--- src/rtl/quad_decoder.sv ---
// Quadrature decoder: two-flop synchronisers, per-channel stability filters and
// Gray-code step decode driving a wrap-around position counter.
module quad_decoder #(
  parameter int Width        = 16,
  parameter int FilterCycles = 4
) (
  input  logic             clk_i,
  input  logic             rstn_i,
  input  logic             a_i,
  input  logic             b_i,
  input  logic             clear_i,
  output logic             up_o,
  output logic             down_o,
  output logic             err_o,
  output logic             dir_o,
  output logic [Width-1:0] position_o
);

  localparam int CntW       = $clog2(FilterCycles + 1);
  localparam int InitCycles = FilterCycles + 2;
  localparam int InitW      = $clog2(InitCycles + 1);

  typedef enum logic {INIT = 1'b0, RUN = 1'b1} state_e;

  // Returns {next_filtered, next_count}; acceptance happens on the FilterCycles-th differing sample.
  function automatic logic [CntW:0] filter_step(input logic synced, input logic filt,
                                                input logic [CntW-1:0] cnt);
    logic [CntW:0] res;
    if (synced == filt) begin
      res = {filt, {CntW{1'b0}}};
    end else if (cnt == CntW'(FilterCycles - 1)) begin
      res = {synced, {CntW{1'b0}}};
    end else begin
      res = {filt, cnt + CntW'(1)};
    end
    return res;
  endfunction

  // Maps {A,B} onto its position in the forward cycle 00 -> 10 -> 11 -> 01.
  function automatic logic [1:0] gray_idx(input logic [1:0] ab);
    logic [1:0] idx;
    case (ab)
      2'b00:   idx = 2'd0;
      2'b10:   idx = 2'd1;
      2'b11:   idx = 2'd2;
      2'b01:   idx = 2'd3;
      default: idx = 2'd0;
    endcase
    return idx;
  endfunction

  logic [1:0]       sync_a_q, sync_b_q;
  logic             a_s, b_s;
  logic             filt_a_q, filt_a_d, filt_b_q, filt_b_d;
  logic [CntW-1:0]  cnt_a_q, cnt_a_d, cnt_b_q, cnt_b_d;
  state_e           state_q;
  logic [InitW-1:0] init_cnt_q;
  logic [1:0]       prev_q;
  logic [1:0]       delta_s;
  logic             seed_s, step_up_s, step_down_s, step_err_s;
  logic             up_q, down_q, err_q, dir_q;
  logic [Width-1:0] pos_q, pos_d;

  assign a_s     = sync_a_q[1];
  assign b_s     = sync_b_q[1];
  assign seed_s  = (state_q == INIT) && (init_cnt_q == InitW'(InitCycles - 1));
  assign delta_s = gray_idx({filt_a_q, filt_b_q}) - gray_idx(prev_q);

  assign step_up_s   = (state_q == RUN) && (delta_s == 2'b01);
  assign step_down_s = (state_q == RUN) && (delta_s == 2'b11);
  assign step_err_s  = (state_q == RUN) && (delta_s == 2'b10);

  // Filter next state; held idle during INIT and seeded straight from the synchronisers on exit.
  always_comb begin
    {filt_a_d, cnt_a_d} = filter_step(a_s, filt_a_q, cnt_a_q);
    {filt_b_d, cnt_b_d} = filter_step(b_s, filt_b_q, cnt_b_q);
    if (seed_s) begin
      filt_a_d = a_s;
      filt_b_d = b_s;
      cnt_a_d  = '0;
      cnt_b_d  = '0;
    end else if (state_q == INIT) begin
      filt_a_d = filt_a_q;
      filt_b_d = filt_b_q;
      cnt_a_d  = '0;
      cnt_b_d  = '0;
    end else begin
      filt_a_d = filt_a_d;
      filt_b_d = filt_b_d;
    end
  end

  // Position next state: clear wins over a coincident step.
  always_comb begin
    pos_d = pos_q;
    if (clear_i) begin
      pos_d = '0;
    end else if (step_up_s) begin
      pos_d = pos_q + Width'(1);
    end else if (step_down_s) begin
      pos_d = pos_q - Width'(1);
    end else begin
      pos_d = pos_q;
    end
  end

  // Synchroniser and filter registers.
  always_ff @(posedge clk_i or negedge rstn_i) begin
    if (!rstn_i) begin
      sync_a_q <= 2'b00;
      sync_b_q <= 2'b00;
      filt_a_q <= 1'b0;
      filt_b_q <= 1'b0;
      cnt_a_q  <= '0;
      cnt_b_q  <= '0;
    end else begin
      sync_a_q <= {sync_a_q[0], a_i};
      sync_b_q <= {sync_b_q[0], b_i};
      filt_a_q <= filt_a_d;
      filt_b_q <= filt_b_d;
      cnt_a_q  <= cnt_a_d;
      cnt_b_q  <= cnt_b_d;
    end
  end

  // Control FSM with registered pulses, direction and position.
  always_ff @(posedge clk_i or negedge rstn_i) begin
    if (!rstn_i) begin
      state_q    <= INIT;
      init_cnt_q <= '0;
      prev_q     <= 2'b00;
      up_q       <= 1'b0;
      down_q     <= 1'b0;
      err_q      <= 1'b0;
      dir_q      <= 1'b0;
      pos_q      <= '0;
    end else begin
      up_q   <= step_up_s;
      down_q <= step_down_s;
      err_q  <= step_err_s;
      pos_q  <= pos_d;
      if (step_up_s) begin
        dir_q <= 1'b1;
      end else if (step_down_s) begin
        dir_q <= 1'b0;
      end
      case (state_q)
        INIT: begin
          if (seed_s) begin
            prev_q  <= {a_s, b_s};
            state_q <= RUN;
          end else begin
            init_cnt_q <= init_cnt_q + InitW'(1);
          end
        end
        RUN: begin
          prev_q <= {filt_a_q, filt_b_q};
        end
        default: begin
          state_q <= INIT;
        end
      endcase
    end
  end

  assign up_o       = up_q;
  assign down_o     = down_q;
  assign err_o      = err_q;
  assign dir_o      = dir_q;
  assign position_o = pos_q;

endmodule

--- config.mk ---
export PLATFORM = sky130hd
export DESIGN_NAME = quad_decoder
export DESIGN_NICKNAME = d
export VERILOG_FILES = /design/src/rtl/quad_decoder.sv
export SDC_FILE = /design/constraint.sdc
export NUM_CORES = 1
export LEC_CHECK = 0
export CORE_UTILIZATION = 61
export DETAILED_ROUTE_END_ITERATION = 7
export GPL_TIMING_DRIVEN = 1
export HOLD_SLACK_MARGIN = 0.03
export PLACE_DENSITY = 0.82
export SLEW_MARGIN = 20
export SYNTH_ARGS = -nofsm -noshare
export SYNTH_HDL_FRONTEND = slang
export SYNTH_SLANG_ARGS = --single-unit
--- constraint.sdc ---
create_clock -name clk_i -period 9.6 [get_ports clk_i]
set_input_delay 1.92 -clock clk_i [delete_from_list [all_inputs] [get_ports clk_i]]
set_output_delay 1.92 -clock clk_i [all_outputs]
set_load 0.02 [all_outputs]
==> flow_metrics.tcl <==
set metrics [dict create \
    worstSetupStartpointType "flop" \
    io_buffers 24 \
    post_cts.repair.setup_buffers 0 \
    cp.arrival_ns 4.80 \
    drt_wl_total_um 4450 \
    ys_types 41 \
    yosys_warnings 0 \
    grt_max_degree 39 \
    die-area_sq_um 4090 \
    slowest_delay_ns 0.68 \
    post-place-ws_ns 5.05 \
    skew_ns 0.00680 \
    drt_iter0_markers 104 \
    critPathLaunch "filt_a_q" \
    nets 295 \
    cts.sinks 38 \
    dpl_cell_area_sq_um 2610 \
    setup_viol 0 \
    status "finished, final reports clean" \
    coreArea_sq_um 3660 \
    cp_top_family "simple AND/OR/NAND/NOR gates" \
    ys_ff_latch 38 \
    viasPerCell 5.71 \
    synth_area_sq_um 2340 \
    globalRouteOverflowTotal 0 \
    drv_cap 0 \
    ys_seq_area_share_pct 40.6 \
    vias 1763 \
    multi_input_area_sq_um 1310 \
    diodes 0 \
    worst_slack_ns 5.03 \
    hold_class "flop to flop" \
    r2r_end "position_o[14]" \
    clk_pin_slew_ns 0.07 \
    cts-htree-levels 2 \
    cp_max_fo 20 \
    fin_setup_tns_ns 0 \
    critPathBufInv 2 \
    place.gp.congestion 0.893 \
    cp.depth 13 \
    synth_fp_nets 272 \
    critPathSlowestCell "nand2b_1" \
    die_w_um 64.0 \
    postCtsHoldBufs 0 \
    reg2reg_depth 13 \
    relSlewSlack_pct 43.5 \
    grt_usage_pct 24.5 \
    crit_path_frequent_cell "ha_1" \
    fin_area_sq_um 2720 \
    holdCritStartpoint "sync_a_q[0]" \
    critPathKind "flop to flop" \
    cts_resized 0 \
    r2r-start "filt_a_q" \
    worst_ep_required_time_ns 9.84 \
    r2r_slack_ns 5.03 \
    grt_first_pass_wirelength_um 7700 \
    timing.hold.ws_ns 0.354 \
    period_share_pct 47.6 \
    fill_cells 266 \
    finalHoldViolCount 0 \
    worstHoldPathCells 0 \
    start_util_pct 63.9 \
    finalCriticalPeriod_ns 4.57 \
    drt-wirelength-per-cell_um 14.4 \
    dpl.hpwl_um 3070 \
    firstDrtPassIters 4 \
    synth_area_per_cell_sq_um 9.84 \
    cts_tree "done" \
    end_kind "flop" \
    num_rows 22 \
    syn_to_final_growth_pct 16.1 \
    worst_pin_slew_ns 0.846 \
    clockBufferDepth 2 \
    cts_buffers 5 \
    synthCells 238 \
    die_height_um 64.0 \
    cts_root_buffer "clkbuf_8" \
    first_global_vias 1650 \
    io_pins 25 \
    antenna_found_initial 0 \
    grt_setup_unrepaired "no" \
    regArea_sq_um 951 \
    max_freq_ghz 0.219 \
    ant_nets 0 \
    finalMaxSlewViolations 0 \
    drive_gt1_share_pct 7.28 \
    worstSkewPairLatency_ns 0.30 \
    critPathCapture "position_o[14]" \
    drc 0 \
    cp_cell_sequence "inv_1, ha_1, inv_1, ha_1, nor2b_1, nand2b_1, ha_1, a21oi_1, a21oi_1, a311oi_1, o211ai_1, nor4_1, a211o_1" \
]
==> synthesized netlist by cell type <==
| library cell | number | area (sq um) |
|---|---|---|
| mux2_2 | 2 | 22.5 |
| o211ai_1 | 1 | 7.51 |
| o22ai_1 | 1 | 6.26 |
| nor2b_1 | 4 | 25.0 |
| nand3_2 | 1 | 10.0 |
| a21o_2 | 1 | 8.76 |
| a211oi_1 | 1 | 7.51 |
| nand2_1 | 26 | 97.6 |
| o41ai_1 | 1 | 8.76 |
| xor2_1 | 7 | 61.3 |
| nor4_1 | 1 | 6.26 |
| a21oi_4 | 1 | 16.3 |
| o21ai_0 | 7 | 35.0 |
| nor2_1 | 12 | 45.0 |
| nor3b_1 | 2 | 15.0 |
| fa_1 | 1 | 20.0 |
| o21bai_1 | 1 | 7.51 |
| nor3_1 | 6 | 30.0 |
| o211a_1 | 1 | 10.0 |
| and3_2 | 1 | 7.51 |
| nand2b_1 | 2 | 12.5 |
| a211o_1 | 4 | 35.0 |
| a21o_1 | 8 | 60.1 |
| a21boi_2 | 1 | 11.3 |
| a31o_2 | 1 | 8.76 |
| ha_1 | 28 | 350 |
| o31ai_1 | 3 | 22.5 |
| nand3_1 | 5 | 25.0 |
| a31oi_1 | 3 | 18.8 |
| and3_1 | 5 | 31.3 |
| mux2_4 | 2 | 30.0 |
| o21a_1 | 2 | 15.0 |
| inv_1 | 13 | 48.8 |
| xnor2_1 | 10 | 87.6 |
| dfrtp_1 | 38 | 951 |
| nand4_1 | 2 | 12.5 |
| clkbuf_1 | 8 | 30.0 |
| mux2i_1 | 2 | 20.0 |
| a21oi_2 | 1 | 8.76 |
| a311oi_1 | 1 | 8.76 |
| a21oi_1 | 21 | 105 |
==> stage by stage <==
| step | instances | util, % |
|---|---|---|
| 2_1_floorplan | 238 | - |
| 3_3_place_gp | 302 | 71.2 |
| 3_5_place_dp | 302 | 71.2 |
| 4_1_cts | 309 | 74.3 |
| 5_1_grt | 309 | 74.3 |
| 6_report | 309 | 74.3 |
==> cell usage in the layout (no fill, tap or decap), types with 2 or more instances in the layout <==
| cell type | netlist | layout |
|---|---|---|
| dfrtp_1 | 38 | 38 |
| ha_1 | 28 | 28 |
| nand2_1 | 26 | 26 |
| clkdlybuf4s50_1 | 0 | 23 |
| a21oi_1 | 21 | 21 |
| inv_1 | 13 | 13 |
| nor2_1 | 12 | 12 |
| xnor2_1 | 10 | 10 |
| a21o_1 | 8 | 8 |
| xor2_1 | 7 | 7 |
| o21ai_0 | 7 | 7 |
| nor3_1 | 6 | 6 |
| clkbuf_8 | 0 | 6 |
| and3_1 | 5 | 5 |
| nand3_1 | 5 | 5 |
| nor2b_1 | 4 | 4 |
| a211o_1 | 4 | 4 |
| a31oi_1 | 3 | 3 |
| o31ai_1 | 3 | 3 |
| nand2b_1 | 2 | 2 |
| nor3b_1 | 2 | 2 |
| mux2_2 | 2 | 2 |
| mux2i_1 | 2 | 2 |
| mux2_4 | 2 | 2 |
| nand4_1 | 2 | 2 |
| o21a_1 | 2 | 2 |
==> metal layers <==
metal / global-route usage, % / wire [um] / vias up
li1: - / - / 884
met1: 33.8 / 2190 / 836
met2: 38.3 / 2030 / 38
met3: 5.36 / 182 / 5
met4: 7.67 / 48 / 0
met5: 0 / 0 / -
==> logic make-up (layout without fill, tap and decap cells) <==
logic type	after synthesis	in the layout	synth area share [%]
simple gates	67	67	13.6
compound gates	60	60	17.2
flops	38	38	40.6
fa+ha+maj	29	29	15.8
buf+inv	21	44	3.37
xor+xnor	17	17	6.36
mux	6	6	3.10
==> sequential cells by signal, summed over array words and instances, names as in the netlist <==
name,flops
position_o,16
cnt_a_q,3
cnt_b_q,3
init_cnt_q,3
prev_q,2
sync_a_q,2
sync_b_q,2
dir_o,1
down_o,1
err_o,1
filt_a_q,1
filt_b_q,1
state_q,1
up_o,1
==> final cells by class <==
| cell class | count | share of cell area, % |
|---|---|---|
| clock buffer | 6 | 3.04 |
| clock inverter | 1 | 1.10 |
| inverter | 13 | 1.79 |
| multi-input combinational | 179 | 48.2 |
| sequential | 38 | 35.0 |
| tap | 48 | 2.21 |
| timing repair buffer | 24 | 8.65 |
==> worst min-delay path by stage <==
stage          slack [ns]          end
3_5_place_dp         0.34  sync_a_q[1]
3_3_place_gp         0.33  sync_a_q[1]
5_1_grt              0.37  sync_a_q[1]
6_report             0.35  sync_a_q[1]
2_1_floorplan        0.33  sync_a_q[1]
4_1_cts              0.36  sync_a_q[1]
Power is left out: the tool's default activity adds up to more than one toggle a clock period on the data nets, which glitch-free logic cannot reach.
